--- src/rtl/board_vram_write_arbiter.sv ---
// Round-robin arbiter for the board VRAM write port, with (x,y) to address conversion.
// Defining BOARD_VRAM_CLEAR_EN compiles in the whole-board clear sweep.
module board_vram_write_arbiter #(
  parameter int BOARD_W     = 14,
  parameter int BOARD_H     = 14,
  parameter int DATA_W      = 6,
  parameter int CLEAR_VALUE = 0
) (
  input  logic              clk,
  input  logic              rst_n,
  input  logic              req0,
  input  logic              req1,
  input  logic [3:0]        x0,
  input  logic [3:0]        y0,
  input  logic [3:0]        x1,
  input  logic [3:0]        y1,
  input  logic [DATA_W-1:0] d0,
  input  logic [DATA_W-1:0] d1,
  output logic              ack0,
  output logic              ack1,
  output logic              err0,
  output logic              err1,
  input  logic              clear_start,
  output logic              busy,
  output logic              clear_done,
  output logic              vram_wren,
  output logic [7:0]        vram_wraddress,
  output logic [DATA_W-1:0] vram_data
);

  localparam logic [8:0] CELLS = 9'(BOARD_W * BOARD_H);
  localparam logic [8:0] W9    = 9'(BOARD_W);
  localparam logic [8:0] H9    = 9'(BOARD_H);
  localparam logic [7:0] W8    = 8'(BOARD_W);

  typedef enum logic {IDLE = 1'b0, CLEAR = 1'b1} state_t;

  state_t            state_reg;
  logic              pref_reg;
  logic [1:0]        ack_reg;
  logic [1:0]        err_reg;

  logic [1:0]        req_v;
  logic [3:0]        x_v    [2];
  logic [3:0]        y_v    [2];
  logic [DATA_W-1:0] d_v    [2];
  logic [7:0]        addr_v [2];
  logic [1:0]        elig;
  logic [1:0]        in_range;
  logic              grant_valid;
  logic              grant_idx;

  assign req_v  = {req1, req0};
  assign x_v[0] = x0;
  assign x_v[1] = x1;
  assign y_v[0] = y0;
  assign y_v[1] = y1;
  assign d_v[0] = d0;
  assign d_v[1] = d1;

  // A requester is masked during its ack cycle so a held request is not written twice.
  genvar gi;
  generate
    for (gi = 0; gi < 2; gi++) begin : g_req
      assign elig[gi]     = req_v[gi] & ~ack_reg[gi];
      assign in_range[gi] = ({5'd0, x_v[gi]} < W9) && ({5'd0, y_v[gi]} < H9);
      assign addr_v[gi]   = 8'(y_v[gi]) * W8 + 8'(x_v[gi]);
    end
  endgenerate

  assign grant_valid = |elig;
  assign grant_idx   = (&elig) ? pref_reg : elig[1];

  assign ack0 = ack_reg[0];
  assign ack1 = ack_reg[1];
  assign err0 = err_reg[0];
  assign err1 = err_reg[1];

`ifdef BOARD_VRAM_CLEAR_EN
  logic [8:0] clr_cnt_reg;
  logic       busy_reg;
  logic       done_reg;

  assign busy       = busy_reg;
  assign clear_done = done_reg;
`else
  logic clear_start_unused;

  assign clear_start_unused = clear_start;
  assign busy               = 1'b0;
  assign clear_done         = 1'b0;
`endif

  always_ff @(posedge clk or negedge rst_n) begin
    if (!rst_n) begin
      state_reg      <= IDLE;
      pref_reg       <= 1'b0;
      ack_reg        <= '0;
      err_reg        <= '0;
      vram_wren      <= 1'b0;
      vram_wraddress <= '0;
      vram_data      <= '0;
`ifdef BOARD_VRAM_CLEAR_EN
      clr_cnt_reg    <= '0;
      busy_reg       <= 1'b0;
      done_reg       <= 1'b0;
`endif
    end else begin
      ack_reg   <= '0;
      err_reg   <= '0;
      vram_wren <= 1'b0;
`ifdef BOARD_VRAM_CLEAR_EN
      done_reg  <= 1'b0;
`endif
      case (state_reg)
        IDLE: begin
`ifdef BOARD_VRAM_CLEAR_EN
          // The clear takes priority; cell 0 is written on the starting edge itself.
          if (clear_start) begin
            state_reg      <= CLEAR;
            busy_reg       <= 1'b1;
            clr_cnt_reg    <= 9'd1;
            vram_wren      <= 1'b1;
            vram_wraddress <= '0;
            vram_data      <= DATA_W'(CLEAR_VALUE);
          end else
`endif
          if (grant_valid) begin
            pref_reg           <= ~grant_idx;
            ack_reg[grant_idx] <= 1'b1;
            if (in_range[grant_idx]) begin
              vram_wren      <= 1'b1;
              vram_wraddress <= addr_v[grant_idx];
              vram_data      <= d_v[grant_idx];
            end else begin
              err_reg[grant_idx] <= 1'b1;
            end
          end
        end
`ifdef BOARD_VRAM_CLEAR_EN
        CLEAR: begin
          if (clr_cnt_reg == CELLS) begin
            state_reg   <= IDLE;
            busy_reg    <= 1'b0;
            done_reg    <= 1'b1;
            clr_cnt_reg <= '0;
          end else begin
            vram_wren      <= 1'b1;
            vram_wraddress <= clr_cnt_reg[7:0];
            vram_data      <= DATA_W'(CLEAR_VALUE);
            clr_cnt_reg    <= clr_cnt_reg + 9'd1;
          end
        end
`endif
        default: state_reg <= IDLE;
      endcase
    end
  end

endmodule

--- config.mk ---
export PLATFORM = sky130hd
export DESIGN_NAME = board_vram_write_arbiter
export DESIGN_NICKNAME = d
export VERILOG_FILES = /design/src/rtl/board_vram_write_arbiter.sv
export SDC_FILE = /design/constraint.sdc
export NUM_CORES = 1
export LEC_CHECK = 0
export BUFFER_PORTS_ARGS = -buffer_cell sky130_fd_sc_hd__buf_2
export CAP_MARGIN = 10
export CORE_MARGIN = 2
export CORE_UTILIZATION = 51
export DETAILED_ROUTE_END_ITERATION = 7
export GPL_ROUTABILITY_DRIVEN = 0
export PLACE_DENSITY = 0.8
export SLEW_MARGIN = 20
export SYNTH_ARGS = -nofsm -noshare
export SYNTH_HDL_FRONTEND = slang
export SYNTH_SLANG_ARGS = --single-unit
--- constraint.sdc ---
create_clock -name clk -period 1.89 [get_ports clk]
set_input_delay 0.378 -clock clk [delete_from_list [all_inputs] [get_ports clk]]
set_output_delay 0.378 -clock clk [all_outputs]
set_load 0.1 [all_outputs]
==> impl_metrics.py <==
metrics = {
    "pwr": {
        "p_switching_mw": 1.533,
        "seqPwrFrac": 0.226,
        "ir_worst_vdd_v": 0.0004451,
        "powerDensity_nw_per_um2": 1132,
        "combPwrFrac": 0.687,
        "p_int_mw": 1.216,
        "swShare": 0.5577,
        "pwr-share-clk": 0.087,
        "p_leak_nw": 1.215,
    },
    "setup_path": {
        "worst-path-stages": 9,
        "cp-end-kind": "register",
        "cp.arrival_ns": 2.63,
        "critPathMaxStageDelay_ns": 0.50,
        "startpoint_type": "input port",
        "worst-path-max-fanout": 3,
        "worstSetupPathType": "input port to register",
        "r2r_cells": 6,
        "path_cells": "buf_8 > fa_1 > buf_4 > fa_2 > and2b_4 > o21a_1 > o2111a_1 > or3_4 > a31oi_1",
        "critical_path_buf_inv_count": 2,
        "crit_family": "adder cells",
        "crit_path_top_delay_cell": "fa_1",
        "critical_path_required_ns": 2.11,
    },
    "cells_and_area": {
        "seqCellArea_um2": 508.0,
        "n_fill_cell": 206,
        "reg_top3": "vram_wraddress (8), vram_data (6)",
        "areaGrowthSynthToFinish_pct": 47.27,
        "utilization": 0.7955,
        "multi_input_area_um2": 1209,
        "final_cell_mix": "43 x buf_2, 40 x buf_4, 18 x dfrtp_1",
        "diodes": 0,
        "largest_register_ffs": 8,
        "regMostFlops": "vram_wraddress",
        "final_common_cell": "buf_2",
        "nNetsFinal": 305,
        "final_layout_size_suffix_gt1_frac": 0.4815,
    },
    "drt": {
        "wl_mm": 4.123,
        "via_per_inst": 5.348,
        "ant_nets": 0,
        "dr_wl_met2_mm": 2.225,
        "wl_met1_mm": 1.598,
        "firstDrtPassIters": 6,
        "wl_per_cell_um": 14.37,
        "routed.top_layer": "met4",
        "initialDrtViolationCount": 67,
        "route.met3.wl_um": 194,
        "drc_errors": 0,
        "via_count": 1535,
    },
    "clock_tree": {
        "clk_latency_ns": 0.29,
        "path_clk_slew_ns": 0.11,
        "cts_max_level": 1,
        "numCtsBuffers": 3,
        "clockBufferDepth": 2,
        "cts_tree": "yes",
        "clockRootBuffer": "clkbuf_4",
        "cts_hold_buf": 0,
        "clock-sinks": 20,
    },
    "synth": {
        "synth_xor_xnor_area_share": 0.04249,
        "yosys.area_share.adder": 0.2580,
        "synthArstFlopShare": 1.000,
        "synthSimpleGateAreaFrac": 0.1161,
        "avgSynthCellArea_um2": 10.64,
        "synth_top_area_cell": "dfrtp_1",
        "synth_top_family_by_area": "adder cells",
        "synth_top_area_share": 0.3035,
        "ys_ff_latch": 20,
        "synth_edf_count": 0,
        "ys_types": 38,
        "synth_ff_type": "dfrtp_1",
        "synth_compound_area_frac": 0.1533,
        "yosysWarnings": 0,
        "muxShareOfSynthArea": 0.08649,
        "ys_seq_area_frac": 0.3035,
        "netlist_instances": 155,
        "synth_area_leaders": "dfrtp_1 30%, ha_1 14%, fa_1 12%",
        "netlist_area_um2": 1649,
    },
    "place": {
        "io_buffers": 50,
        "dp_hpwl_mm": 3.364,
    },
    "floorplanning": {
        "die_area_um2": 3705,
        "die_width_um": 60.87,
        "num_rows": 20,
        "die_h_um": 60.87,
        "boundaryPins": 54,
        "core_um2": 3053,
        "start_util": 0.5402,
    },
    "timing": {
        "setup_viol": 5,
        "hold_slack_ns": -0.003163,
        "timing.final.crit_period_ns": 2.410,
        "skew_ns": 0.008493,
        "slew_viol_final": 0,
        "grt_setup_unrepaired": "yes",
        "hold_viol": 11,
        "fmax_ghz": 0.4150,
        "finalCritPeriodShare": 1.275,
        "fin_ws_ns": -0.5199,
    },
    "run_status": {
        "status": "finished with violations",
        "violations": "hold timing, setup timing",
    },
    "global_routing": {
        "grt_usage": 0.2422,
        "grt_pass1_wl_mm": 6.699,
        "grt_max_degree": 22,
        "antenna_found_initial": 0,
        "grt_pass1_vias": 1534,
        "grt-ovfl-total": 0,
    },
    "hold_path": {
        "hold_path.class": "input port to async pin",
    },
    "job": {
        "cap_violations": 0,
    },
}
[routing by layer]
| metal | track usage | vias to the layer above |
|---|---|---|
| met5 | 0 | - |
| met4 | 0.09006 | 0 |
| met3 | 0.02345 | 12 |
| met2 | 0.4578 | 65 |
| met1 | 0.2803 | 725 |
| li1 | - | 733 |
[cell families after synthesis]
group	Yosys count
other	1
and+or+nand+nor	35
adders and majority gates	28
buffers and inverters	13
xor gates and xnor gates	8
AOI/OAI and AO/OA	36
DFF	20
muxes	14
[area by class of cell]
class | count | area share
Inverter | 6 | 0.009274
Clock buffer | 4 | 0.01494
Sequential cell | 20 | 0.2092
Tap cell | 44 | 0.02267
Timing Repair Buffer | 90 | 0.2463
Multi-Input combinational cell | 123 | 0.4977
[stage by stage]
step | power (mW) | area [um^2] | std cells | setup WS, ns | TNS (ns)
2_1_floorplan | 2.026 | 1733 | 156 | -0.5832 | -1.638
4_1_cts | 2.741 | 2419 | 287 | -0.5016 | -1.361
3_5_place_dp | 2.450 | 2283 | 281 | -0.8716 | -3.467
5_1_grt | 2.885 | 2429 | 287 | -0.5708 | -1.630
3_3_place_gp | 2.391 | 2283 | 281 | -0.7557 | -2.935
6_report | 2.748 | 2429 | 287 | -0.5199 | -1.379
[power by group through the flow]
stage | clock network [mW] | registers (mW) | logic [mW]
floorplan | 0 | 1.50 | 0.527
global placement | 0 | 0.621 | 1.77
detailed placement | 0 | 0.632 | 1.82
CTS | 0.238 | 0.623 | 1.88
global route | 0.259 | 0.637 | 1.99
finish | 0.239 | 0.622 | 1.89
[synthesized netlist by cell type, drive strengths merged (2+ instances only)]
| cell | count |
|---|---|
| ha | 18 |
| a211o | 2 |
| a21oi | 13 |
| or4 | 2 |
| nor2 | 11 |
| inv | 6 |
| mux2 | 2 |
| a21o | 4 |
| o21a | 3 |
| o31ai | 2 |
| xnor2 | 5 |
| o211ai | 2 |
| fa | 10 |
| and2b | 2 |
| and3b | 2 |
| nand2 | 7 |
| xor2 | 3 |
| and3 | 2 |
| dfrtp | 20 |
| a32oi | 2 |
| buf | 7 |
| nor2b | 5 |
| mux2i | 12 |
[final timing paths]
| kind | startpoint | endpoint | slack, ns |
|---|---|---|---|
| max in group asynchronous | rst_n | ack_reg[1] | 1.56 |
| min | rst_n | vram_data[4] | -0.003 |
| max reg2reg | ack_reg[1] | vram_data[5] | 0.15 |
| min reg2reg | pref_reg | pref_reg | 0.50 |
| max | y0[1] | vram_wraddress[7] | -0.52 |
| min in group clk | req0 | pref_reg | 0.36 |
[repair_timing]
item / 4_1_cts / 5_1_grt
pin swaps: 7 / 1
gates resized for setup: 19 / 2
endpoints found under the setup margin: 5 / 5
buffers inserted: 2 / 0
Note: power is estimated with default switching activity, not from simulation.
